### src/rtl/mem_access_unit_pkg.sv
// Shared types for the memory access unit: FSM state encodings.
package mem_access_unit_pkg;

   localparam int MA_STATE_W = 3;

   typedef enum logic [MA_STATE_W-1:0] {
      MA_IDLE  = 3'd0,
      MA_REQ   = 3'd1,
      MA_WAIT  = 3'd2,
      MA_DONE  = 3'd3,
      MA_ERROR = 3'd4
   } ma_state_e;

endpackage

### src/rtl/mem_access_unit_if.sv
// Valid/ready request channel plus response channel between the unit and unified memory.
interface mem_access_unit_if #(
   parameter int ADDR_W = 32,
   parameter int DATA_W = 32
) ();
   logic              req_valid;
   logic              req_ready;
   logic              req_we;
   logic [ADDR_W-1:0] req_addr;
   logic [DATA_W-1:0] req_wdata;
   logic              rsp_valid;
   logic [DATA_W-1:0] rsp_data;

   modport master (
      output req_valid, req_we, req_addr, req_wdata,
      input  req_ready, rsp_valid, rsp_data
   );

   modport slave (
      input  req_valid, req_we, req_addr, req_wdata,
      output req_ready, rsp_valid, rsp_data
   );
endinterface

### src/rtl/mem_access_unit_wait_timer.sv
// Clear/enable cycle counter bounding how long one transaction may spend in REQ+WAIT.
module wait_timer #(
   parameter int MAX_WAIT = 255
) (
   input  logic clk,
   input  logic reset,
   input  logic i_clr,
   input  logic i_en,
   output logic o_expired
);
   localparam int            CW   = $clog2(MAX_WAIT + 1);
   localparam logic [CW-1:0] LAST = CW'(MAX_WAIT - 1);
   localparam logic [CW-1:0] TOP  = CW'(MAX_WAIT);

   logic [CW-1:0] r_count;

   always_ff @(posedge clk) begin
      if (!reset) begin
         r_count <= '0;
      end else if (i_clr) begin
         r_count <= '0;
      end else if (i_en && (r_count != TOP)) begin
         r_count <= r_count + CW'(1);
      end
   end

   // Flags the cycle whose increment would bring the count to MAX_WAIT.
   assign o_expired = (r_count == LAST);
endmodule

### src/rtl/mem_access_unit.sv
// Bridges the multicycle control FSM's level requests to a valid/ready memory port; owns IR and MDR.
module mem_access_unit
   import mem_access_unit_pkg::*;
#(
   parameter int ADDR_W   = 32,
   parameter int DATA_W   = 32,
   parameter int MAX_WAIT = 255
) (
   input  logic              clk,
   input  logic              reset,
   input  logic              mem_read,
   input  logic              mem_write,
   input  logic              i_or_d,
   input  logic [ADDR_W-1:0] pc,
   input  logic [ADDR_W-1:0] alu_out,
   input  logic [DATA_W-1:0] write_data,
   output logic              busy,
   output logic              done,
   output logic [DATA_W-1:0] inst_reg,
   output logic [DATA_W-1:0] mdr,
   output logic              error,
   mem_access_unit_if.master mem
);
   ma_state_e         r_state;
   ma_state_e         w_next;
   logic              r_we;
   logic              r_dest;
   logic [ADDR_W-1:0] r_addr;
   logic [DATA_W-1:0] r_wdata;
   logic [DATA_W-1:0] r_ir;
   logic [DATA_W-1:0] r_mdr;
   logic              w_capture;
   logic              w_ld_ir;
   logic              w_ld_mdr;
   logic              w_tmr_clr;
   logic              w_tmr_en;
   logic              w_expired;

   wait_timer #(.MAX_WAIT(MAX_WAIT)) u_timer (
      .clk       (clk),
      .reset     (reset),
      .i_clr     (w_tmr_clr),
      .i_en      (w_tmr_en),
      .o_expired (w_expired)
   );

   always_ff @(posedge clk) begin
      if (!reset) r_state <= MA_IDLE;
      else        r_state <= w_next;
   end

   always_comb begin
      w_next    = r_state;
      w_capture = 1'b0;
      w_ld_ir   = 1'b0;
      w_ld_mdr  = 1'b0;
      w_tmr_clr = 1'b0;
      w_tmr_en  = 1'b0;
      case (r_state)
         MA_IDLE: begin
            if (mem_read && mem_write) begin
               w_next = MA_ERROR;
            end else if (mem_read ^ mem_write) begin
               w_next    = MA_REQ;
               w_capture = 1'b1;
               w_tmr_clr = 1'b1;
            end
         end
         // The timeout budget covers REQ and WAIT together, so it wins over a late handshake.
         MA_REQ: begin
            w_tmr_en = 1'b1;
            if (w_expired)          w_next = MA_ERROR;
            else if (mem.req_ready) w_next = MA_WAIT;
         end
         MA_WAIT: begin
            w_tmr_en = 1'b1;
            if (mem.rsp_valid) begin
               w_next   = MA_DONE;
               w_ld_ir  = !r_we && !r_dest;
               w_ld_mdr = !r_we &&  r_dest;
            end else if (w_expired) begin
               w_next = MA_ERROR;
            end
         end
         MA_DONE:  w_next = MA_IDLE;
         MA_ERROR: w_next = MA_ERROR;
         default:  w_next = MA_IDLE;
      endcase
   end

   always_ff @(posedge clk) begin
      if (!reset) begin
         r_we    <= 1'b0;
         r_dest  <= 1'b0;
         r_addr  <= '0;
         r_wdata <= '0;
         r_ir    <= '0;
         r_mdr   <= '0;
      end else begin
         if (w_capture) begin
            r_we    <= mem_write;
            r_dest  <= i_or_d;
            r_addr  <= i_or_d ? alu_out : pc;
            r_wdata <= write_data;
         end
         if (w_ld_ir)  r_ir  <= mem.rsp_data;
         if (w_ld_mdr) r_mdr <= mem.rsp_data;
      end
   end

   assign mem.req_valid = (r_state == MA_REQ);
   assign mem.req_we    = r_we;
   assign mem.req_addr  = r_addr;
   assign mem.req_wdata = r_wdata;

   assign inst_reg = r_ir;
   assign mdr      = r_mdr;
   assign done     = (r_state == MA_DONE);
   assign error    = (r_state == MA_ERROR);

   // A pending request stalls the control FSM in the very cycle it is raised.
   always_comb begin
      case (r_state)
         MA_IDLE:                     busy = mem_read | mem_write;
         MA_REQ, MA_WAIT, MA_ERROR:   busy = 1'b1;
         default:                     busy = 1'b0;
      endcase
   end
endmodule

### src/flat_wrapper.sv
// flat-port wrapper written by rule: the top's interface ports become plain ports
module mem_access_unit_flat import mem_access_unit_pkg::*;
#(
   parameter int ADDR_W   = 32,
   parameter int DATA_W   = 32,
   parameter int MAX_WAIT = 255
)
  (clk, reset, mem_read, mem_write, i_or_d, pc, alu_out, write_data, busy, done, inst_reg, mdr, error, mem_req_valid, mem_req_we, mem_req_addr, mem_req_wdata, mem_req_ready, mem_rsp_valid, mem_rsp_data);
  mem_access_unit_if #(.ADDR_W(ADDR_W), .DATA_W(DATA_W)) mem_i ();
  input  logic clk;
  input  logic reset;
  input  logic mem_read;
  input  logic mem_write;
  input  logic i_or_d;
  input  logic [ADDR_W-1:0] pc;
  input  logic [ADDR_W-1:0] alu_out;
  input  logic [DATA_W-1:0] write_data;
  output logic busy;
  output logic done;
  output logic [DATA_W-1:0] inst_reg;
  output logic [DATA_W-1:0] mdr;
  output logic error;
  output wire logic [$bits(mem_i.req_valid)-1:0] mem_req_valid;
  output wire logic [$bits(mem_i.req_we)-1:0] mem_req_we;
  output wire logic [$bits(mem_i.req_addr)-1:0] mem_req_addr;
  output wire logic [$bits(mem_i.req_wdata)-1:0] mem_req_wdata;
  input wire logic [$bits(mem_i.req_ready)-1:0] mem_req_ready;
  input wire logic [$bits(mem_i.rsp_valid)-1:0] mem_rsp_valid;
  input wire logic [$bits(mem_i.rsp_data)-1:0] mem_rsp_data;
  assign mem_req_valid = mem_i.req_valid;
  assign mem_req_we = mem_i.req_we;
  assign mem_req_addr = mem_i.req_addr;
  assign mem_req_wdata = mem_i.req_wdata;
  assign mem_i.req_ready = mem_req_ready;
  assign mem_i.rsp_valid = mem_rsp_valid;
  assign mem_i.rsp_data = mem_rsp_data;
  mem_access_unit #(.ADDR_W(ADDR_W), .DATA_W(DATA_W), .MAX_WAIT(MAX_WAIT)) u_core (.clk(clk), .reset(reset), .mem_read(mem_read), .mem_write(mem_write), .i_or_d(i_or_d), .pc(pc), .alu_out(alu_out), .write_data(write_data), .busy(busy), .done(done), .inst_reg(inst_reg), .mdr(mdr), .error(error), .mem(mem_i));
endmodule
### config.mk
export PLATFORM = sky130hd
export DESIGN_NAME = mem_access_unit_flat
export DESIGN_NICKNAME = d
export VERILOG_FILES = /design/src/rtl/mem_access_unit_pkg.sv /design/src/rtl/mem_access_unit_if.sv /design/src/rtl/mem_access_unit_wait_timer.sv /design/src/rtl/mem_access_unit.sv /design/src/flat_wrapper.sv
export SDC_FILE = /design/constraint.sdc
export NUM_CORES = 1
export LEC_CHECK = 0
export BUFFER_PORTS_ARGS = -buffer_cell sky130_fd_sc_hd__buf_2
export CORE_ASPECT_RATIO = 1.75
export CORE_MARGIN = 5
export CORE_UTILIZATION = 40
export DETAILED_ROUTE_END_ITERATION = 10
export PLACE_DENSITY_LB_ADDON = 0.08
export RECOVER_POWER = 50
export REMOVE_ABC_BUFFERS = 1
export SLEW_MARGIN = 20
export SYNTH_ARGS = -nofsm -noshare
export SYNTH_HDL_FRONTEND = slang
export SYNTH_SLANG_ARGS = --single-unit
export TNS_END_PERCENT = 50
### constraint.sdc
create_clock -name clk -period 3 [get_ports clk]
set_clock_uncertainty 0.15 [all_clocks]
set_input_delay 0.15 -clock clk [delete_from_list [all_inputs] [get_ports clk]]
set_output_delay 0.15 -clock clk [all_outputs]
set_load 0.005 [all_outputs]
-- After elaboration in Yosys (flattened, before gate mapping)
Index checks and enable logic that the tools add are counted.
- register bits: 141
- bits in latches: 0
- memory bits (writable): 0
- bits in read-only memories: 0
- input bits: 135
- output and inout port bits: 133
- logic and storage cells: 49
- memories: 0
- $add $sub $neg: 1
- multiply operators: 0
- divide/modulo/power cells: 0
- $lt $le $gt $ge: 0
- equality and inequality tests: 9
- shift operators: 0
- muxes and demuxes: 17
- bitwise logic cells: 3
- reductions and logical operators: 11
- operators with widths (kind ; count):
    $mux W32 ; 1
    $mux W3 ; 6
    $pmux W3 S4 ; 1
    $add A8 B1 Y8 const B ; 1
    $eq A8 B8 Y1 const B ; 1
    $mux W1 ; 8
    $ne A8 B8 Y1 const B ; 1
    $eq A3 B2 Y1 const B ; 2
    $ne A3 B1 Y1 const B ; 2
    $logic_and A1 B1 Y1 ; 4
    $reduce_or A2 Y1 ; 2
    $eq A3 B1 Y1 const B ; 1
    $eq A3 B3 Y1 const B ; 1
    $logic_not A3 Y1 ; 1
    $ne A3 B3 Y1 const B ; 1
    $reduce_and A3 Y1 ; 1
    $reduce_or A3 Y1 ; 1
    $logic_not A1 Y1 ; 2
    $pmux W1 S2 ; 1
    $not A1 Y1 ; 1
    $or A1 B1 Y1 ; 1
    $xor A1 B1 Y1 ; 1

-- Longest topological paths before layout
Gate-level depths: netlist (run 1).
- depth in word-level cells: 5
- depth in mapped cells: 7
- gate-level depth less buffers: 6

-- Modules after synthesis
A second synthesis (run 1) with hierarchy kept.
- cell total of the unflattened synthesis: 661
- area total of the unflattened synthesis: 5874.4 um^2
- by module, submodules not included (module ; times used ; cells each ; area each (um^2) ; sequential area each (um^2)):
    mem_access_unit ; 1 ; 608 ; 5425.2 ; 2662.6
    wait_timer ; 1 ; 53 ; 449.2 ; 160.2

-- Worst setup path before layout (run 1)
OpenSTA, ideal clock, no wires.
- path type: register -> register
- from: reg u_core.r_state[2]
- to: reg u_core.u_timer.r_count[3]
- setup time: 134 ps
- arrival time: 1356 ps
- data required time: 2716 ps
- slack: 1360 ps
- stages on the path, launching flop included: 7
- path buffers: 2
- clock period less this slack: 1640 ps
- cell sequence: dfxtp_1 buf_2 or4b_1 buf_2 nand2_2 o21bai_1 a31oi_1
- word-level cells in the longest chain between the ends: 4
- elaborated cells between the ends (all ways): 8
- classes of those cells: eq/ne: 2; mux: 2; reduce/logical: 4
- RTL lines (item ; RTL line ; source):
    start: declaration ; mem_access_unit.sv:24 ; ma_state_e r_state;
    start signal: assignment ; mem_access_unit.sv:49 ; else r_state <= w_next;
    $eq A3 B1 Y1 / $eq A3 B2 Y1 (equally long branches) ; mem_access_unit.sv:59 ; case (r_state)
    $reduce_or A2 Y1 (no source line) ; n/a ;
    $mux W1 ; mem_access_unit.sv:59 ;
    $logic_and A1 B1 Y1 ; mem_access_unit_wait_timer.sv:22 ; end else if (i_en && (r_count != TOP)) begin
    end signal: assignment ; mem_access_unit_wait_timer.sv:23 ; r_count <= r_count + CW'(1);
    end: declaration ; mem_access_unit_wait_timer.sv:15 ; logic [CW-1:0] r_count;
Parallel ways exist; a longest one is shown, timed or not.
A chain may end at the register's enable or synchronous reset.

-- Final worst setup path (run 1)
- from: reg u_core.r_state[2]
- to: reg u_core.r_ir[7], in the netlist u_core.inst_reg[7]
- word-level cells in the longest chain between the ends: 2
- RTL lines (item ; RTL line ; source):
    $eq A3 B2 Y1 ; mem_access_unit.sv:59 ;
    $mux W1 ; mem_access_unit.sv:59 ;
    end signal: assignment ; mem_access_unit.sv:106 ; if (w_ld_ir) r_ir <= mem.rsp_data;
    end: declaration ; mem_access_unit.sv:30 ; logic [DATA_W-1:0] r_ir;
Every way passes these cells.

==> impl_metrics.json, run 1 <==
{
  "path_delay_family": "flip-flops",
  "max-vdd-ir-drop_mv": 0.4090,
  "drt-initial-drc-count": 246,
  "die-area_sq_um": 16530,
  "worst_pin_slew_ps": 959.4,
  "postSynth.asyncResetShare_pct": 0,
  "synth_edf_count": 0,
  "num_vias": 6022,
  "dp.cells": 1070,
  "port_buffers": 267,
  "vias_per_cell": 4.896,
  "coreArea_sq_um": 13840,
  "cts_buffer_depth": 2,
  "numCtsBuffers": 17,
  "grt_pass1_vias": 6038,
  "arrival_ps": 2480,
  "worstSetupStartpointType": "flip-flop",
  "critPathCaptureType": "flip-flop",
  "nFillCells": 1239,
  "drv_slew": 0,
  "slowest_delay_ps": 750,
  "grt_busiest_layer": "met2",
  "use_met1_pct": 23.22,
  "r2r_setup_slack_ps": 700,
  "ys_top_cells_by_count": "202 x nand2_1, 141 x dfxtp_1, 103 x a21oi_1, 40 x nor2_1, 35 x a211oi_1",
  "grt_pass1_wl_mm": 29.48,
  "synth.top_cell.area_share_pct": 50.50,
  "grt_util_met2_pct": 39.55,
  "design_area_sq_um": 8788,
  "clock_latency_ps": 410,
  "cts_setup_buffers": 0,
  "fin_crit_ps": 2302,
  "synth.area.top_cells": "dfxtp_1 51%, nand2_1 14%, a21oi_1 9.2%",
  "p_leak_nw": 3.594,
  "fin_nets": 1177,
  "drt_wl_total_mm": 18.36,
  "wl_per_cell_microns": 14.93,
  "regArea_sq_um": 2823,
  "multi_input_area_sq_um": 2495,
  "grt_max_degree": 68,
  "max_slew_margin_pct": 36.04,
  "ys_ff_latch": 141,
  "gr-usage-met3_pct": 5.422,
  "worstPathRequired_ps": 3180,
  "first_pass_iters": 6,
  "syn_area_per_cell_sq_um": 8.367,
  "crit_chain": "nand4bb_4 > or3_1 > clkbuf_2 > nand2_1 > a21oi_1",
  "crit_buf_inv": 1,
  "slowest_stage": "dfxtp_1",
  "ys.flop_type": "dfxtp_1",
  "fin_hold_ws_ps": 20.69,
  "place_congestion": 0.7935,
  "power.total_mw": 6.232,
  "area_growth_pct": 57.24,
  "worstHoldStart": "pc[10]",
  "ys_warn_count": 0,
  "cp-startpoint": "u_core.r_state[2]$_SDFFE_PN0P_",
  "hold_class": "in -> reg",
  "hold_viol": 0,
  "max_cap_viol_count": 0,
  "hold_buffers": 126,
  "path_max_fanout": 32,
  "track_usage_pct": 21.86,
  "cts_tree": "yes",
  "reg2reg_from": "u_core.r_state[2]$_SDFFE_PN0P_",
  "h-tree-depth": 4,
  "die_x_microns": 99.36,
  "power.density_nw_per_um2": 709.1,
  "clock_tree.root_cell": "clkbuf_16",
  "antenna_found_initial": 2,
  "drive_gt1_share_pct": 21.22,
  "route.antenna.remaining_nets": 0,
  "synthMostInstantiatedCell": "nand2_1",
  "clkTransAtPathRegs_ps": 60,
  "syn-instance-count": 668,
  "dp_hpwl_mm": 12.28,
  "rsz0062_at_grt": "no",
  "syn_area_sq_um": 5589,
  "yosysTopAreaCell": "dfxtp_1",
  "fmax_mhz": 434.4,
  "yosysSeqAreaShare_pct": 50.50,
  "ctsResizeCount": 0,
  "setup_tns_ps": 0,
  "grt_overflow": 0,
  "ys_types": 42,
  "dpl_cell_area_sq_um": 7017,
  "die-height_microns": 166.4,
  "drc": 0,
  "fin_cells": 1230,
  "setup_viol_count_final": 0,
  "post-route-period-util_pct": 76.73,
  "cts_sinks": 141,
  "io_pins": 268,
  "crit_type": "reg -> reg",
  "floorplan.initialDensity_pct": 40.40,
  "num_rows": 57,
  "status": "finished, final reports clean"
}
==> stage by stage <==
stage	setup WS (ps)	util, %
after floorplan	-48.40	-
after global placement	861.4	50.71
after detailed placement	781.2	50.71
after CTS	729.4	64.41
after global routing	552.9	63.52
final	698.1	63.52
==> where the power goes <==
part	total (mW)	internal [mW]	switching (mW)	leakage, nW
Clock	2.24	1.37	0.873	0.306
Combinational	1.60	0.730	0.867	2.14
Sequential	2.39	2.17	0.221	1.15
Total	6.23	4.27	1.96	3.59
==> cell type report <==
cell class | count | share of cell area (%)
Clock inverter | 14 | 2.207
Clock buffer | 18 | 4.997
Antenna cell | 2 | 0.05695
Tap cell | 177 | 2.520
Inverter | 7 | 0.3274
Sequential cell | 141 | 32.12
Multi-Input combinational cell | 468 | 28.39
Timing Repair Buffer | 403 | 29.38
==> layer usage <==
layer / share of wire (%) / up-vias
met1: 37 / 2731
met5: 0 / -
met3: 7.2 / 39
met4: 3.1 / 0
met2: 53 / 256
li1: - / 2996
==> cells by family (layout without fill, tap and decap cells) <==
logic type / count (synthesis) / in the layout / synth area share (%)
buffers and inverters: 59 / 442 / 5.104
other: 0 / 2 / 0
adder cells (fa/ha/maj): 5 / 5 / 1.097
AO/OA/AOI/OAI: 154 / 154 / 16.01
AND/OR/NAND/NOR: 275 / 275 / 21.11
flip-flops: 141 / 141 / 50.50
multiplexers: 32 / 32 / 5.731
XOR/XNOR: 2 / 2 / 0.4478
==> worst paths after layout <==
check	cells after the start	end
worst max-delay path	5	u_core.inst_reg[7]$_SDFFE_PN0P_
worst min-delay path	3	u_core.mem.req_addr[10]$_SDFFE_PN0P_
worst max register to register	5	u_core.inst_reg[7]$_SDFFE_PN0P_
worst min register to register	2	u_core.mdr[27]$_SDFFE_PN0P_
==> worst min-delay path: stages <==
cell      delay, ps
buf_2            90
mux2i_1         180
a211oi_1        100
==> cells in the final DEF, fill, tap and decap left out, types with 4 or more instances in the layout <==
cell type,n
dlygate4sd3_1,126
nand2_1,202
a211oi_1,35
inv_1,6
a21oi_1,103
mux2i_1,32
inv_8,4
buf_4,5
ha_1,4
nor3_1,4
nor2_1,40
o21ai_0,4
inv_6,5
dfxtp_1,141
clkbuf_1,98
and3_1,4
clkbuf_16,17
buf_2,168
(Power assumes the default switching activity.)
==> inputs of run 2 (changes only) <==
==> constraint.sdc (replaced) <==
create_clock -name clk -period 2.3 [get_ports clk]
set_clock_uncertainty 0.15 [all_clocks]
set_input_delay 0.115 -clock clk [delete_from_list [all_inputs] [get_ports clk]]
set_output_delay 0.115 -clock clk [all_outputs]
set_load 0.005 [all_outputs]
==> run 2 against run 1 <==
- sequential power is 29% higher
- cell area grew 1.2%
- cell count is 0.98% higher
- clock power grew 27%
- sequential share of layout area decreased by 0.38 points
==> impl_metrics.json, run 2 (synthesis results as in run 1) <==
{
  "status": "finished, final reports clean",
  "pre_cts_ws_ps": 294.3,
  "final_common_cell": "nand2_1",
  "die-height_microns": 166.4,
  "wl_per_cell_microns": 15.11,
  "p_leak_nw": 3.647,
  "final_cell_mix": "202 x nand2_1, 166 x buf_2, 141 x dfxtp_1",
  "hold_viol": 0,
  "floorplan.initialDensity_pct": 40.40,
  "route.antenna.remaining_nets": 0,
  "max_slew_margin_pct": 57.34,
  "nFillCells": 1222,
  "antenna_found_initial": 1,
  "rsz0062_at_grt": "no",
  "final_util_pct": 64.29,
  "cts_tree": "yes",
  "coreArea_sq_um": 13840,
  "grt_max_degree": 58,
  "fin_nets": 1190,
  "die-area_sq_um": 16530,
  "post-route-period-util_pct": 91.68,
  "drive_gt1_share_pct": 20.86,
  "place_congestion": 0.8522,
  "max-vdd-ir-drop_mv": 0.5103,
  "track_usage_pct": 22.43,
  "io_pins": 268,
  "grt_overflow": 0,
  "drt_wl_total_mm": 18.77,
  "first_pass_iters": 4,
  "cts_sinks": 141,
  "max_cap_viol_count": 0,
  "h-tree-depth": 4,
  "clock_tree.root_cell": "clkbuf_16",
  "path_max_fanout": 32,
  "power.density_nw_per_um2": 918.8,
  "grt_pass1_wl_mm": 30.08,
  "num_vias": 6142,
  "drt-initial-drc-count": 222,
  "grt_pass1_vias": 6256,
  "worst_pin_slew_ps": 638.5,
  "area_growth_pct": 59.14,
  "clock_latency_ps": 410,
  "crit_type": "reg -> reg",
  "fmax_mhz": 474.2,
  "clkTransAtPathRegs_ps": 60,
  "vias_per_cell": 4.945,
  "arrival_ps": 2300,
  "drc": 0,
  "fin_crit_ps": 2109,
  "hold_class": "in -> reg",
  "die_x_microns": 99.36,
  "critPathCaptureType": "flip-flop",
  "worstPathRequired_ps": 2490,
  "cts_buffer_depth": 2,
  "layout_setup_ws_ps": 191.4,
  "port_buffers": 267,
  "dp_hpwl_mm": 12.48,
  "num_rows": 57,
  "worstSetupStartpointType": "flip-flop",
  "drv_slew": 0,
  "setup_viol_count_final": 0,
  "numCtsBuffers": 17
}
## run 2: final timing paths
| check | from | end | slack [ps] | cells after the start |
|---|---|---|---|---|
| max | u_core.r_state[1]$_SDFFE_PN0P_ | u_core.mdr[6]$_SDFFE_PN0P_ | 190 | 5 |
| max reg2reg | u_core.r_state[1]$_SDFFE_PN0P_ | u_core.mdr[6]$_SDFFE_PN0P_ | 190 | 5 |
| min | mem_read | u_core.r_state[2]$_SDFFE_PN0P_ | 130 | 4 |
| min reg2reg | u_core.mdr[27]$_SDFFE_PN0P_ | u_core.mdr[27]$_SDFFE_PN0P_ | 300 | 2 |
## run 2: cell type report
type / count / area (sq um) / share of cell area, %
well taps: 177 / 221.5 / 2.490
clock inverters: 14 / 183.9 / 2.068
multi-input cells: 468 / 2460 / 27.66
flip-flops and latches: 141 / 2823 / 31.73
clock buffers: 18 / 429.2 / 4.825
inverters: 7 / 28.78 / 0.3235
repair buffers: 416 / 2746 / 30.88
diodes: 1 / 2.502 / 0.02813
## run 2: through the flow
step           std cells  hold WS, ps  cell area (sq um)  setup TNS (ps)  power, mW
6_report            1242        132.8               8895               0      8.173
4_1_cts             1241        88.08               9066               0      8.334
3_3_place_gp        1077        205.8               7132               0      5.194
3_5_place_dp        1077        214.2               7132               0      5.265
5_1_grt             1242        188.4               8895               0      8.641
2_1_floorplan        616        101.0               5330          -53650      4.226
## run 2: where the power goes
part / internal, mW / switching (mW)
Clock: 1.73 / 1.12
Sequential: 2.83 / 0.250
Combinational: 1.03 / 1.21
Total: 5.59 / 2.58
## run 2: worst max-delay path: stages (launching register included)
cell	delay (ps)
dfxtp_1	610
nand4bb_1	330
nor3b_4	240
clkbuf_4	430
nand2_1	120
a21oi_1	150
## run 2: timing repair
item                                   CTS  global route
resized for setup                        0             0
setup buffers                            0             0
endpoints found under the hold margin  137             0
hold buffers                           132             0
## run 2: layer usage
layer,global-route usage (%),wire [microns]
met4,12.43,845
met5,0,0
met3,5.675,1317
met2,41.28,9998
met1,22.31,6604
==> inputs of run 3 (changes only) <==
--- a/config.mk
+++ b/config.mk
@@ -6,13 +6,16 @@
 export NUM_CORES = 1
 export LEC_CHECK = 0
 export BUFFER_PORTS_ARGS = -buffer_cell sky130_fd_sc_hd__buf_2
+export CELL_PAD_IN_SITES_DETAIL_PLACEMENT = 1
+export CELL_PAD_IN_SITES_GLOBAL_PLACEMENT = 2
 export CORE_ASPECT_RATIO = 1.75
 export CORE_MARGIN = 5
-export CORE_UTILIZATION = 40
+export CORE_UTILIZATION = 25
 export DETAILED_ROUTE_END_ITERATION = 10
 export PLACE_DENSITY_LB_ADDON = 0.08
 export RECOVER_POWER = 50
 export REMOVE_ABC_BUFFERS = 1
+export SETUP_SLACK_MARGIN = 0.3
 export SLEW_MARGIN = 20
 export SYNTH_ARGS = -nofsm -noshare
 export SYNTH_HDL_FRONTEND = slang
==> run 3 against run 2 <==
- total power shrank 2.2%
- first-iteration DRC count shrank 17%
- non-clock buffer count grew 1
- global-route usage shrank 5.4 points
- critical path depth is the same
- cell count grew 9.5%
- via count shrank 0.85%
- sequential cell count is the same
- clock power shrank 7.7%
- worst setup slack gained 150 ps
- hold slack lost 84 ps
- maximum frequency grew 7.7%
- critical path type unchanged
- critical endpoint is now u_core.mem.req_addr[14]$_SDFFE_PN0P_
==> impl_metrics.json, run 3 (synthesis results as in run 1) <==
{
  "status": "finished, final reports clean",
  "dp.cells": 1197,
  "cts_setup_buffers": 0,
  "final_util_pct": 40.84,
  "fin_hold_ws_ps": 48.65,
  "num_vias": 6090,
  "grt_max_degree": 74,
  "reg2reg_from": "u_core.r_state[2]$_SDFFE_PN0P_",
  "place_congestion": 0.7227,
  "drive_gt1_share_pct": 20.13,
  "path_max_fanout": 24,
  "antenna_found_initial": 1,
  "holdPathEnd": "u_core.r_dest$_SDFFE_PN0P_",
  "final_cell_mix": "203 x nand2_1, 157 x buf_2, 141 x dfxtp_1",
  "grt_pass1_wl_mm": 34.27,
  "first_pass_iters": 4,
  "cts_tree": "yes",
  "max_slew_margin_pct": 52.21,
  "grt_pass1_vias": 6713,
  "slowest_delay_ps": 470,
  "worstPathRequired_ps": 2480,
  "drt_wl_total_mm": 21.61,
  "crit_chain": "nor3_1 > and2_2 > buf_12 > nor2_1 > a211oi_1",
  "floorplan.initialDensity_pct": 25.32,
  "worstHoldStart": "i_or_d",
  "drt-initial-drc-count": 184,
  "coreArea_sq_um": 22070,
  "fmax_mhz": 510.6,
  "area_growth_pct": 61.29,
  "r2r_setup_slack_ps": 340,
  "io_pins": 268,
  "layout_setup_ws_ps": 341.4,
  "crit_type": "reg -> reg",
  "power.density_nw_per_um2": 886.4,
  "numCtsBuffers": 17,
  "reg2reg_depth": 5,
  "timing.rr.end": "u_core.mem.req_addr[14]$_SDFFE_PN0P_",
  "hold_class": "in -> reg",
  "cts_sinks": 141,
  "post-route-period-util_pct": 85.16,
  "regArea_sq_um": 2823,
  "wl_per_cell_microns": 15.89,
  "route.antenna.remaining_nets": 0,
  "vias_per_cell": 4.478,
  "critPathCaptureType": "flip-flop",
  "fin_nets": 1191,
  "cts_buffer_depth": 2,
  "rsz0062_at_grt": "yes",
  "design_area_sq_um": 9015,
  "worstSetupStartpointType": "flip-flop",
  "grt_overflow": 0,
  "multi_input_area_sq_um": 2487,
  "arrival_ps": 2140,
  "setup_tns_ps": 0,
  "h-tree-depth": 4,
  "dp_hpwl_mm": 15.46,
  "power.total_mw": 7.991,
  "drv_slew": 0,
  "nFillCells": 2709,
  "setup_viol_count_final": 0,
  "die-height_microns": 207.8,
  "path_delay_family": "simple AND/OR/NAND/NOR gates",
  "die_x_microns": 123.0,
  "die-area_sq_um": 25560,
  "worst_pin_slew_ps": 715.4,
  "drc": 0,
  "fin_cells": 1360,
  "port_buffers": 267,
  "p_leak_nw": 3.604,
  "hold_viol": 0,
  "fin_crit_ps": 1959,
  "min_delay_path_depth": 4,
  "final_common_cell": "nand2_1",
  "clock_tree.root_cell": "clkbuf_16",
  "track_usage_pct": 17.04,
  "num_rows": 72,
  "max-vdd-ir-drop_mv": 0.3792,
  "dpl_cell_area_sq_um": 7276,
  "slowest_stage": "and2_2",
  "cp-startpoint": "u_core.r_state[2]$_SDFFE_PN0P_",
  "clock_latency_ps": 420,
  "crit_buf_inv": 1,
  "clkTransAtPathRegs_ps": 60,
  "pre_cts_ws_ps": 320.0,
  "max_cap_viol_count": 0
}
[run 3: how the worst max path moves through the flow]
stage	end	depth (start not counted)
after floorplan	u_core.mem.req_addr[0]$_SDFFE_PN0P_	4
after global placement	u_core.mem.req_addr[5]$_SDFFE_PN0P_	5
after detailed placement	u_core.mem.req_addr[22]$_SDFFE_PN0P_	5
after CTS	u_core.mem.req_addr[22]$_SDFFE_PN0P_	5
after global routing	u_core.mem.req_addr[1]$_SDFFE_PN0P_	5
final	u_core.mem.req_addr[14]$_SDFFE_PN0P_	5
[run 3: cell type report]
class / instances / share of cell area, %
clock inverters: 7 / 0.6940
repair buffers: 417 / 30.42
diodes: 1 / 0.02776
flip-flops and latches: 141 / 31.31
inverters: 7 / 0.3192
multi-input cells: 468 / 27.59
clock buffers: 23 / 5.524
well taps: 296 / 4.108
[run 3: where the power goes]
| part | switching, mW | total (mW) | internal [mW] |
|---|---|---|---|
| sequential | 0.253 | 3.09 | 2.84 |
| combinational | 1.26 | 2.27 | 1.02 |
| clock | 1.02 | 2.63 | 1.61 |
| total | 2.53 | 7.99 | 5.46 |
[run 3: worst reg2reg max path: stages (launching register included)]
cell and delay [ps]:
dfxtp_1 410, nor3_1 320, and2_2 470, buf_12 230, nor2_1 60, a211oi_1 230
[run 3: repair_timing]
action / in CTS / in global routing
hold buffers: 132 / 0
resized for setup: 0 / 1
hold endpoints to repair: 137 / 0
setup endpoints to repair: 0 / 61
[run 3: per-layer routing]
layer | vias to the layer above | wire (microns) | global-route usage (%)
met3 | 29 | 1616 | 5.725
met5 | - | 0 | 0
met1 | 2855 | 7743 | 16.55
li1 | 3018 | - | -
met4 | 0 | 434 | 5.927
met2 | 188 | 11820 | 32.51
